--- config.mk ---
export PLATFORM = sky130hd
export DESIGN_NAME = fetch_stage_flat
export DESIGN_NICKNAME = d
export VERILOG_FILES = /design/src/rtl/cpu_pkg.sv /design/src/rtl/fetch_stage_if.sv /design/src/rtl/fetch_inst_buf.sv /design/src/rtl/fetch_stage.sv /design/src/flat_wrapper.sv
export SDC_FILE = /design/constraint.sdc
export NUM_CORES = 1
export LEC_CHECK = 0
export CORE_MARGIN = 4
export CORE_UTILIZATION = 51
export DETAILED_ROUTE_END_ITERATION = 7
export PLACE_DENSITY = 0.87
export SLEW_MARGIN = 20
export SYNTH_ARGS = -nofsm -noshare
export SYNTH_HDL_FRONTEND = slang
export SYNTH_SLANG_ARGS = --single-unit
--- constraint.sdc ---
create_clock -name clk -period 4.9 [get_ports clk]
set_input_delay 0.49 -clock clk [delete_from_list [all_inputs] [get_ports clk]]
set_output_delay 0.49 -clock clk [all_outputs]
set_load 0.02 [all_outputs]
--- src/rtl/cpu_pkg.sv ---
// cpu_pkg: constants shared by the IF and ID stages.
//   RESET_PC        address of the first instruction fetched after reset
//   IF_ID_BUS_W     width of the IF->ID bus {inst, pc}
//   ID_IF_BUS_W     width of the ID->IF bus {br_taken, br_target}
//   field indices   bit positions of the fields inside both buses
package cpu_pkg;

  localparam logic [31:0] RESET_PC = 32'h1c00_0000;

  localparam int unsigned IF_ID_BUS_W = 64;
  localparam int unsigned ID_IF_BUS_W = 33;

  localparam int unsigned IF_ID_INST_MSB = 63;
  localparam int unsigned IF_ID_INST_LSB = 32;
  localparam int unsigned IF_ID_PC_MSB   = 31;
  localparam int unsigned IF_ID_PC_LSB   = 0;

  localparam int unsigned ID_IF_BR_TAKEN      = 32;
  localparam int unsigned ID_IF_BR_TARGET_MSB = 31;
  localparam int unsigned ID_IF_BR_TARGET_LSB = 0;

  function automatic logic [IF_ID_BUS_W-1:0] pack_if_id(input logic [31:0] inst,
                                                       input logic [31:0] pc);
    return {inst, pc};
  endfunction

endpackage

--- src/rtl/fetch_stage_if.sv ---
// fetch_stage_if: instruction SRAM port plus the IF<->ID handshake.
//   inst_sram_en/we/addr/wdata  fetch stage -> SRAM
//   inst_sram_rdata             SRAM -> fetch stage (1-cycle read latency)
//   id_allowin, id_to_if_bus    ID -> fetch stage ({br_taken, br_target})
//   if_to_id_valid/bus          fetch stage -> ID ({inst, pc})
// Modports: master = fetch stage side, slave = SRAM/ID side.
interface fetch_stage_if;
  import cpu_pkg::*;

  logic                   inst_sram_en;
  logic [3:0]             inst_sram_we;
  logic [31:0]            inst_sram_addr;
  logic [31:0]            inst_sram_wdata;
  logic [31:0]            inst_sram_rdata;
  logic                   id_allowin;
  logic [ID_IF_BUS_W-1:0] id_to_if_bus;
  logic                   if_to_id_valid;
  logic [IF_ID_BUS_W-1:0] if_to_id_bus;

  modport master (
    output inst_sram_en, inst_sram_we, inst_sram_addr, inst_sram_wdata,
    output if_to_id_valid, if_to_id_bus,
    input  inst_sram_rdata, id_allowin, id_to_if_bus
  );

  modport slave (
    input  inst_sram_en, inst_sram_we, inst_sram_addr, inst_sram_wdata,
    input  if_to_id_valid, if_to_id_bus,
    output inst_sram_rdata, id_allowin, id_to_if_bus
  );
endinterface

--- src/rtl/fetch_inst_buf.sv ---
// fetch_inst_buf: one-entry holding register for the SRAM read word.
//   clk, reset   core clock, async active-high reset
//   capture      IF is stalled; grab sram_rdata if the buffer is empty
//   clear        word left IF (transfer or branch cancel)
//   sram_rdata   raw SRAM output, only meaningful the cycle after a fetch
//   inst         buffered word when held, otherwise sram_rdata
module fetch_inst_buf (
  input  logic        clk,
  input  logic        reset,
  input  logic        capture,
  input  logic        clear,
  input  logic [31:0] sram_rdata,
  output logic [31:0] inst
);
  logic        buf_valid;
  logic [31:0] buf_data;

  // Only the first stalled cycle still sees the fetched word on rdata,
  // so later stalled cycles must not overwrite it.
  always_ff @(posedge clk or posedge reset) begin
    if (reset) begin
      buf_valid <= 1'b0;
      buf_data  <= '0;
    end else if (clear) begin
      buf_valid <= 1'b0;
    end else if (capture && !buf_valid) begin
      buf_valid <= 1'b1;
      buf_data  <= sram_rdata;
    end
  end

  always_comb begin
    inst = buf_valid ? buf_data : sram_rdata;
  end
endmodule

--- src/rtl/fetch_stage.sv ---
// fetch_stage: pre-IF + IF stage. Generates nextpc, issues reads to the
// synchronous instruction SRAM, holds the fetched word while ID stalls and
// applies branch redirects from ID.
//   clk, reset     core clock, async active-high reset
//   bus            fetch_stage_if.master (SRAM port + IF<->ID handshake)
//   if_stall_cnt   only when FETCH_STALL_CNT_EN is defined: counts cycles
//                  with a valid IF word refused by ID (wrapping)
// Parameter RESET_PC: address of the first fetch after reset.
module fetch_stage
  import cpu_pkg::*;
#(
  parameter logic [31:0] RESET_PC = cpu_pkg::RESET_PC
) (
  input  logic          clk,
  input  logic          reset,
  fetch_stage_if.master bus
`ifdef FETCH_STALL_CNT_EN
  ,
  output logic [31:0]   if_stall_cnt
`endif
);
  logic        if_valid;
  logic [31:0] if_pc;
  logic        br_pending;
  logic [31:0] br_pend_target;

  logic        br_taken;
  logic [31:0] br_target;
  logic        if_ready_go;
  logic        if_allowin;
  logic [31:0] nextpc;
  logic        if_to_id_valid_w;
  logic        to_id_fire;
  logic [31:0] inst;

  always_comb begin
    br_taken         = bus.id_to_if_bus[ID_IF_BR_TAKEN];
    br_target        = bus.id_to_if_bus[ID_IF_BR_TARGET_MSB:ID_IF_BR_TARGET_LSB];
    if_ready_go      = 1'b1;
    if_allowin       = !if_valid || (if_ready_go && bus.id_allowin);
    nextpc           = br_taken   ? br_target      :
                       br_pending ? br_pend_target : if_pc + 32'd4;
    if_to_id_valid_w = if_valid && !br_taken;
    to_id_fire       = if_to_id_valid_w && bus.id_allowin;
  end

  always_comb begin
    bus.inst_sram_en    = !reset && if_allowin;
    bus.inst_sram_we    = 4'h0;
    bus.inst_sram_addr  = nextpc;
    bus.inst_sram_wdata = '0;
    bus.if_to_id_valid  = if_to_id_valid_w;
    bus.if_to_id_bus    = if_valid ? pack_if_id(inst, if_pc) : '0;
  end

  // A branch that arrives while IF is stalled kills the IF word and parks
  // the target; the kill makes IF empty, so the target issues next cycle.
  always_ff @(posedge clk or posedge reset) begin
    if (reset) begin
      if_valid       <= 1'b0;
      if_pc          <= RESET_PC - 32'd4;
      br_pending     <= 1'b0;
      br_pend_target <= '0;
    end else begin
      if (if_allowin) begin
        if_valid <= 1'b1;
        if_pc    <= nextpc;
      end else if (br_taken) begin
        if_valid <= 1'b0;
      end

      if (br_taken && !if_allowin) begin
        br_pending     <= 1'b1;
        br_pend_target <= br_target;
      end else if (if_allowin) begin
        br_pending     <= 1'b0;
      end
    end
  end

  fetch_inst_buf u_inst_buf (
    .clk        (clk),
    .reset      (reset),
    .capture    (if_valid && !bus.id_allowin),
    .clear      (to_id_fire || br_taken),
    .sram_rdata (bus.inst_sram_rdata),
    .inst       (inst)
  );

`ifdef FETCH_STALL_CNT_EN
  logic [31:0] stall_cnt;

  always_ff @(posedge clk or posedge reset) begin
    if (reset) begin
      stall_cnt <= '0;
    end else if (if_to_id_valid_w && !bus.id_allowin) begin
      stall_cnt <= stall_cnt + 32'd1;
    end
  end

  always_comb begin
    if_stall_cnt = stall_cnt;
  end
`endif
endmodule
--- src/flat_wrapper.sv ---
// flat-port wrapper written by rule: the top's interface ports become plain ports
module fetch_stage_flat import cpu_pkg::*;
#(
  parameter logic [31:0] RESET_PC = cpu_pkg::RESET_PC
)
  (clk, reset, bus_inst_sram_en, bus_inst_sram_we, bus_inst_sram_addr, bus_inst_sram_wdata, bus_if_to_id_valid, bus_if_to_id_bus, bus_inst_sram_rdata, bus_id_allowin, bus_id_to_if_bus);
  fetch_stage_if bus_i ();
  input  logic clk;
  input  logic reset;
  output wire logic [$bits(bus_i.inst_sram_en)-1:0] bus_inst_sram_en;
  output wire logic [$bits(bus_i.inst_sram_we)-1:0] bus_inst_sram_we;
  output wire logic [$bits(bus_i.inst_sram_addr)-1:0] bus_inst_sram_addr;
  output wire logic [$bits(bus_i.inst_sram_wdata)-1:0] bus_inst_sram_wdata;
  output wire logic [$bits(bus_i.if_to_id_valid)-1:0] bus_if_to_id_valid;
  output wire logic [$bits(bus_i.if_to_id_bus)-1:0] bus_if_to_id_bus;
  input wire logic [$bits(bus_i.inst_sram_rdata)-1:0] bus_inst_sram_rdata;
  input wire logic [$bits(bus_i.id_allowin)-1:0] bus_id_allowin;
  input wire logic [$bits(bus_i.id_to_if_bus)-1:0] bus_id_to_if_bus;
  assign bus_inst_sram_en = bus_i.inst_sram_en;
  assign bus_inst_sram_we = bus_i.inst_sram_we;
  assign bus_inst_sram_addr = bus_i.inst_sram_addr;
  assign bus_inst_sram_wdata = bus_i.inst_sram_wdata;
  assign bus_if_to_id_valid = bus_i.if_to_id_valid;
  assign bus_if_to_id_bus = bus_i.if_to_id_bus;
  assign bus_i.inst_sram_rdata = bus_inst_sram_rdata;
  assign bus_i.id_allowin = bus_id_allowin;
  assign bus_i.id_to_if_bus = bus_id_to_if_bus;
  fetch_stage #(.RESET_PC(RESET_PC)) u_core (.clk(clk), .reset(reset), .bus(bus_i));
endmodule
**After elaboration in Yosys (flattened, before gate mapping)**

Index checks and enable logic that the tools add are counted.

- Register bits after elaboration: 99
- Bits of input ports: 68
- Output and inout port bits: 134

- $add $sub $neg: 1
- Multiplexer cells: 10
- Bitwise gates (word level): 1
- Reductions and logical operators: 18

Operator list:

| operator | count |
|---|---|
| 32-bit two-way mux | 3 |
| 64-bit two-way mux | 1 |
| 32-bit by 3-bit adder with 32-bit output (second input constant) | 1 |
| 1-bit logical AND | 6 |
| 1-bit logical NOT | 6 |
| 1-bit two-way mux | 6 |
| 2-bit nonzero test | 3 |
| 1-bit logical OR | 2 |
| 2-bit AND reduction | 1 |
| 1-bit NOT | 1 |

**Logic depth before layout (Yosys ltp)**

- Depth after elaboration: 6
- Mapped depth: 7
- Gate-level depth less buffers: 6

**By module**

From an unflattened synthesis, not the netlist that was laid out.

- Cell total of the unflattened synthesis: 667
- Area total of the unflattened synthesis: 6473.7 µm²

Modules (own cells, without submodules):

| module | instances | cells each | area each (µm²) |
|---|---|---|---|
| fetch_stage | 1 | 559 | 4837.1 |
| fetch_inst_buf | 1 | 108 | 1636.6 |

**Least setup slack after synthesis**

OpenSTA, ideal clock, no wires.

- Path kind: flip-flop to output port
- Start point: register u_core.if_pc[2]
- End point: output bus_inst_sram_addr[30]
- Arrival: 2166 ps
- Required time: 4410 ps
- Setup slack: 2244 ps
- Cell stages (with the launch flop): 7
- Path through: dfstp_2 > ha_1 > nand4_1 > or3_4 > or3b_4 > xnor2_1 > a2bb2oi_1

- Cells in the longest elaborated chain, start to end: 3

RTL lines:

| element | line | text |
|---|---|---|
| start: declaration | fetch_stage.sv:23 | `logic [31:0] if_pc;` |
| start signal: assignment | fetch_stage.sv:61 | `if_pc <= RESET_PC - 32'd4;` |
| start signal: assignment | fetch_stage.sv:67 | `if_pc <= nextpc;` |
| 32-bit by 3-bit adder with 32-bit output | fetch_stage.sv:42 | `br_pending ? br_pend_target : if_pc + 32'd4;` |
| 32-bit two-way mux | fetch_stage.sv:42 |  |
| 32-bit two-way mux | fetch_stage.sv:41 | `nextpc = br_taken ? br_target :` |
| end: declaration | flat_wrapper.sv:12 | `output wire logic [$bits(bus_i.inst_sram_addr)-1:0] bus_inst_sram_addr;` |

No other way between the ends.

**Final worst setup path**

- Start point: register u_core.if_pc[2]
- End point: output bus_inst_sram_addr[28]

Same word-level chain as after synthesis.

==> results.md <==
- Post-DRT Antenna Nets: 0
- Clock Power Share: 0.263
- Postcts setup bufs: 0
- P_int: 1940 µW
- Worst relative slew slack: 0.308
- Clk sinks: 99
- Crit path DAT: 3300 ps
- Slew Viols, Final: 0
- LEAKAGE: 0.00333 µW
- Die W: 120 µm
- Die height: 120 µm
- Post-synth EDFFs: 0
- Netlist Area Pre-Place: 6450 µm²
- Layout cells sized above 1: 0.175
- Commonest cells after routing, fill and taps aside: clkdlybuf4s50_1, mux2_2, dfrtp_1
- Final clock skew: 4.70 ps
- Fin crit share: 0.774
- Power Density: 347 nW/µm²
- Violation count after the first detailed-route iteration: 365
- Wire length per cell: 18.4 µm
- Seq/Total Area, Yosys: 0.389
- Site Rows: 40
- Worst vdd ir: 0.000184 V
- Post-synth cell types: 63
- Switching portion of total power: 0.329
- Clk_lat worst skew: 340 ps
- Largest net degree at the start of global routing: 69
- Drt total wl: 17.9 mm
- Gp weighted congestion: 0.856
- Worst-path fanout max: 8
- Synth warnings: 0
- Async set-or-reset flop fraction in the synthesized netlist: 1.00
- Crit path launch type: register
- PnR Total Power: 2890 µW
- Setup crit end kind: output pin
- CTS clk-pin slew, worst paths: 70 ps
- Least-Margin Pin Slew: 1040 ps
- Pre-antenna DRT Iters: 5
- Synthesized area per cell: 9.67 µm²
- Post-layout min period: 3790 ps
- Net Sw Power: 953 µW
- Synthesis-stage register bit count: 99
- DR vias: 5,519
- CP peak stage delay: 630 ps
- PnR worst setup slack: 1110 ps
- Slowest-stage cell, CP: dfstp_2
- Vias in the first global route: 5,631
- Area after DPL: 8040 µm²
- Flop pwr share: 0.405
- Port Buffers: 165
- Status: completed
- Max-cap check violation count: 0
- # IOs: 202
- HP Class: register to register
- RSZ-0062 raised after global routing: no
- Clock Tree Root: clkbuf_16
- Final Setup Violations: 0
- Top delay family on crit path: simple AND/OR/NAND/NOR gates
- Syn-to-layout area delta: 29.5%
- Synth Instances: 667
- Full die area: 14,500 µm²
- CTS tree: built
- Cts repair resizes: 0
- Total core area: 12,200 µm²
- Comb power frac: 0.332
- Initial Util: 0.528
- Cts bufs inserted: 9
- R2R Setup Slk: 1890 ps
- Main flop type after synthesis: dfrtp_1
- Hold Path Origin: u_core.br_pend_target[15]$_DFFE_PP0P_
- Gr ovfl total: 0
- Worst-path cell chain: ha_1 -> nand3_1 -> nor4_4 -> nand4_1 -> mux2i_1 -> a221o_1 -> clkdlybuf4s50_1
- TNS Setup: 0 ps
- Residual DRC: 0
- Max clock buf depth: 2
- Filler cells: 954
- GR Util All Layers: 0.243
- First-pass GRT wire length: 28.5 mm
- Setup CP Type: register to output pin
- CP required: 4410 ps
- Post-DP HPWL: 12.8 mm
- CP Buf/Inv Count: 1
- H-Tree Depth: 3
- Max Clk Rate: 264 MHz
- Setup crit start: u_core.if_pc[2]$_DFFE_PP1P_
- Initial antenna violation count: 0
- Via density: 5.68
- Final #Nets: 868
- # hold bufs at CTS: 0
- Hold Fails Final Rpt: 0
- Fin util: 0.684
- Critical R2R Launch: u_core.if_valid$_DFFE_PP0P_
- Diode count: 0
- Placement Setup Slack: 1290 ps
- Layout Cell Area excl Fill: 8350 µm²
- Most common cell after layout, fill and taps aside: clkdlybuf4s50_1
## cells by family (layout without fill, tap and decap cells)
group                    Yosys count  count (layout)  synth area share
multiplexers                     113             113             0.190
flip-flops                        99              99             0.389
adder cells (fa/ha/maj)            1               1           0.00194
other                              1              36          0.000581
XOR/XNOR                          24              24            0.0326
buffers and inverters             99             201            0.0799
AO/OA/AOI/OAI                    122             122             0.116
AND/OR/NAND/NOR                  208             208             0.190
## cell type report
class | count | area (µm²) | area share
clock buffers | 10 | 229 | 0.0274
clock inverters | 6 | 88.8 | 0.0106
inverters | 14 | 55.1 | 0.00659
multi-input cells | 504 | 3570 | 0.427
flip-flops and latches | 99 | 2510 | 0.301
well taps | 168 | 210 | 0.0252
repair buffers | 171 | 1690 | 0.203
## flip-flops by register name, summed over array words and instances, names as in the netlist
signal	cells
u_core.u_inst_buf.buf_data	32
u_core.if_pc	32
u_core.br_pend_target	32
u_core.if_valid	1
u_core.u_inst_buf.buf_valid	1
u_core.br_pending	1
## power groups by stage
stage | combinational [µW] | sequential [µW] | clock, µW
6_report | 961 | 1170 | 761
4_1_cts | 966 | 1170 | 773
3_5_place_dp | 960 | 1180 | 0
5_1_grt | 1030 | 1190 | 803
3_3_place_gp | 932 | 1170 | 0
2_1_floorplan | 653 | 1090 | 0
## per-stage QoR
step	hold WS, ps	instances
floorplan	451	702
global placement	465	956
detailed placement	479	956
CTS	493	972
global route	518	972
finish	493	972
## worst paths after layout
| kind | to | cells after the start |
|---|---|---|
| max in group asynchronous | u_core.u_inst_buf.buf_valid$_DFFE_PP0P_ | 3 |
| min reg2reg | u_core.br_pend_target[15]$_DFFE_PP0P_ | 2 |
| min in group asynchronous | u_core.br_pend_target[19]$_DFFE_PP0P_ | 2 |
| min | u_core.br_pend_target[15]$_DFFE_PP0P_ | 2 |
| max | bus_inst_sram_addr[28] | 7 |
| max reg2reg | u_core.br_pend_target[23]$_DFFE_PP0P_ | 5 |
## metal layers
layer | GRT usage | share of wire | vias to the layer above
met2 | 0.419 | 0.51 | 255
met1 | 0.308 | 0.41 | 2689
met3 | 0.0327 | 0.063 | 36
li1 | - | - | 2539
met4 | 0.0949 | 0.024 | 0
met5 | 0 | 0 | -
## synth_stat cells (all sizes together) (2+ instances only)
library cell,count,area share
nand2,47,0.027
nand3b,4,0.0047
o21bai,2,0.0023
and3,11,0.011
a21oi,36,0.028
nand2b,5,0.0048
dfrtp,73,0.28
o31a,3,0.0043
and4,4,0.0054
a31oi,5,0.0048
o221ai,3,0.0041
a21o,4,0.0047
o22ai,4,0.0039
nand3,14,0.013
or3b,3,0.0045
mux2i,39,0.060
a41oi,2,0.0027
and2,35,0.034
a221o,2,0.0031
o21ai,39,0.030
xnor2,13,0.018
clkbuf,40,0.023
dfstp,26,0.11
inv,14,0.0081
nor2b,34,0.033
o22a,2,0.0027
o31ai,4,0.0047
nand4,13,0.017
a2bb2oi,2,0.0027
nor4,5,0.0095
mux2,74,0.13
buf,45,0.048
xor2,11,0.015
nor3b,2,0.0023
o211ai,2,0.0023
a22o,4,0.0054
or3,3,0.0045
nor3,8,0.0062
nor2,17,0.0099
## worst reg2reg max path, delay by kind of cell (launching register included)
| family | cells | cell delay, ps |
|---|---|---|
| flops | 1 | 1030 |
| simple gates | 2 | 790 |
| mux | 1 | 320 |
| buf+inv | 2 | 750 |
No activity file was read; power rests on OpenSTA's default activity.
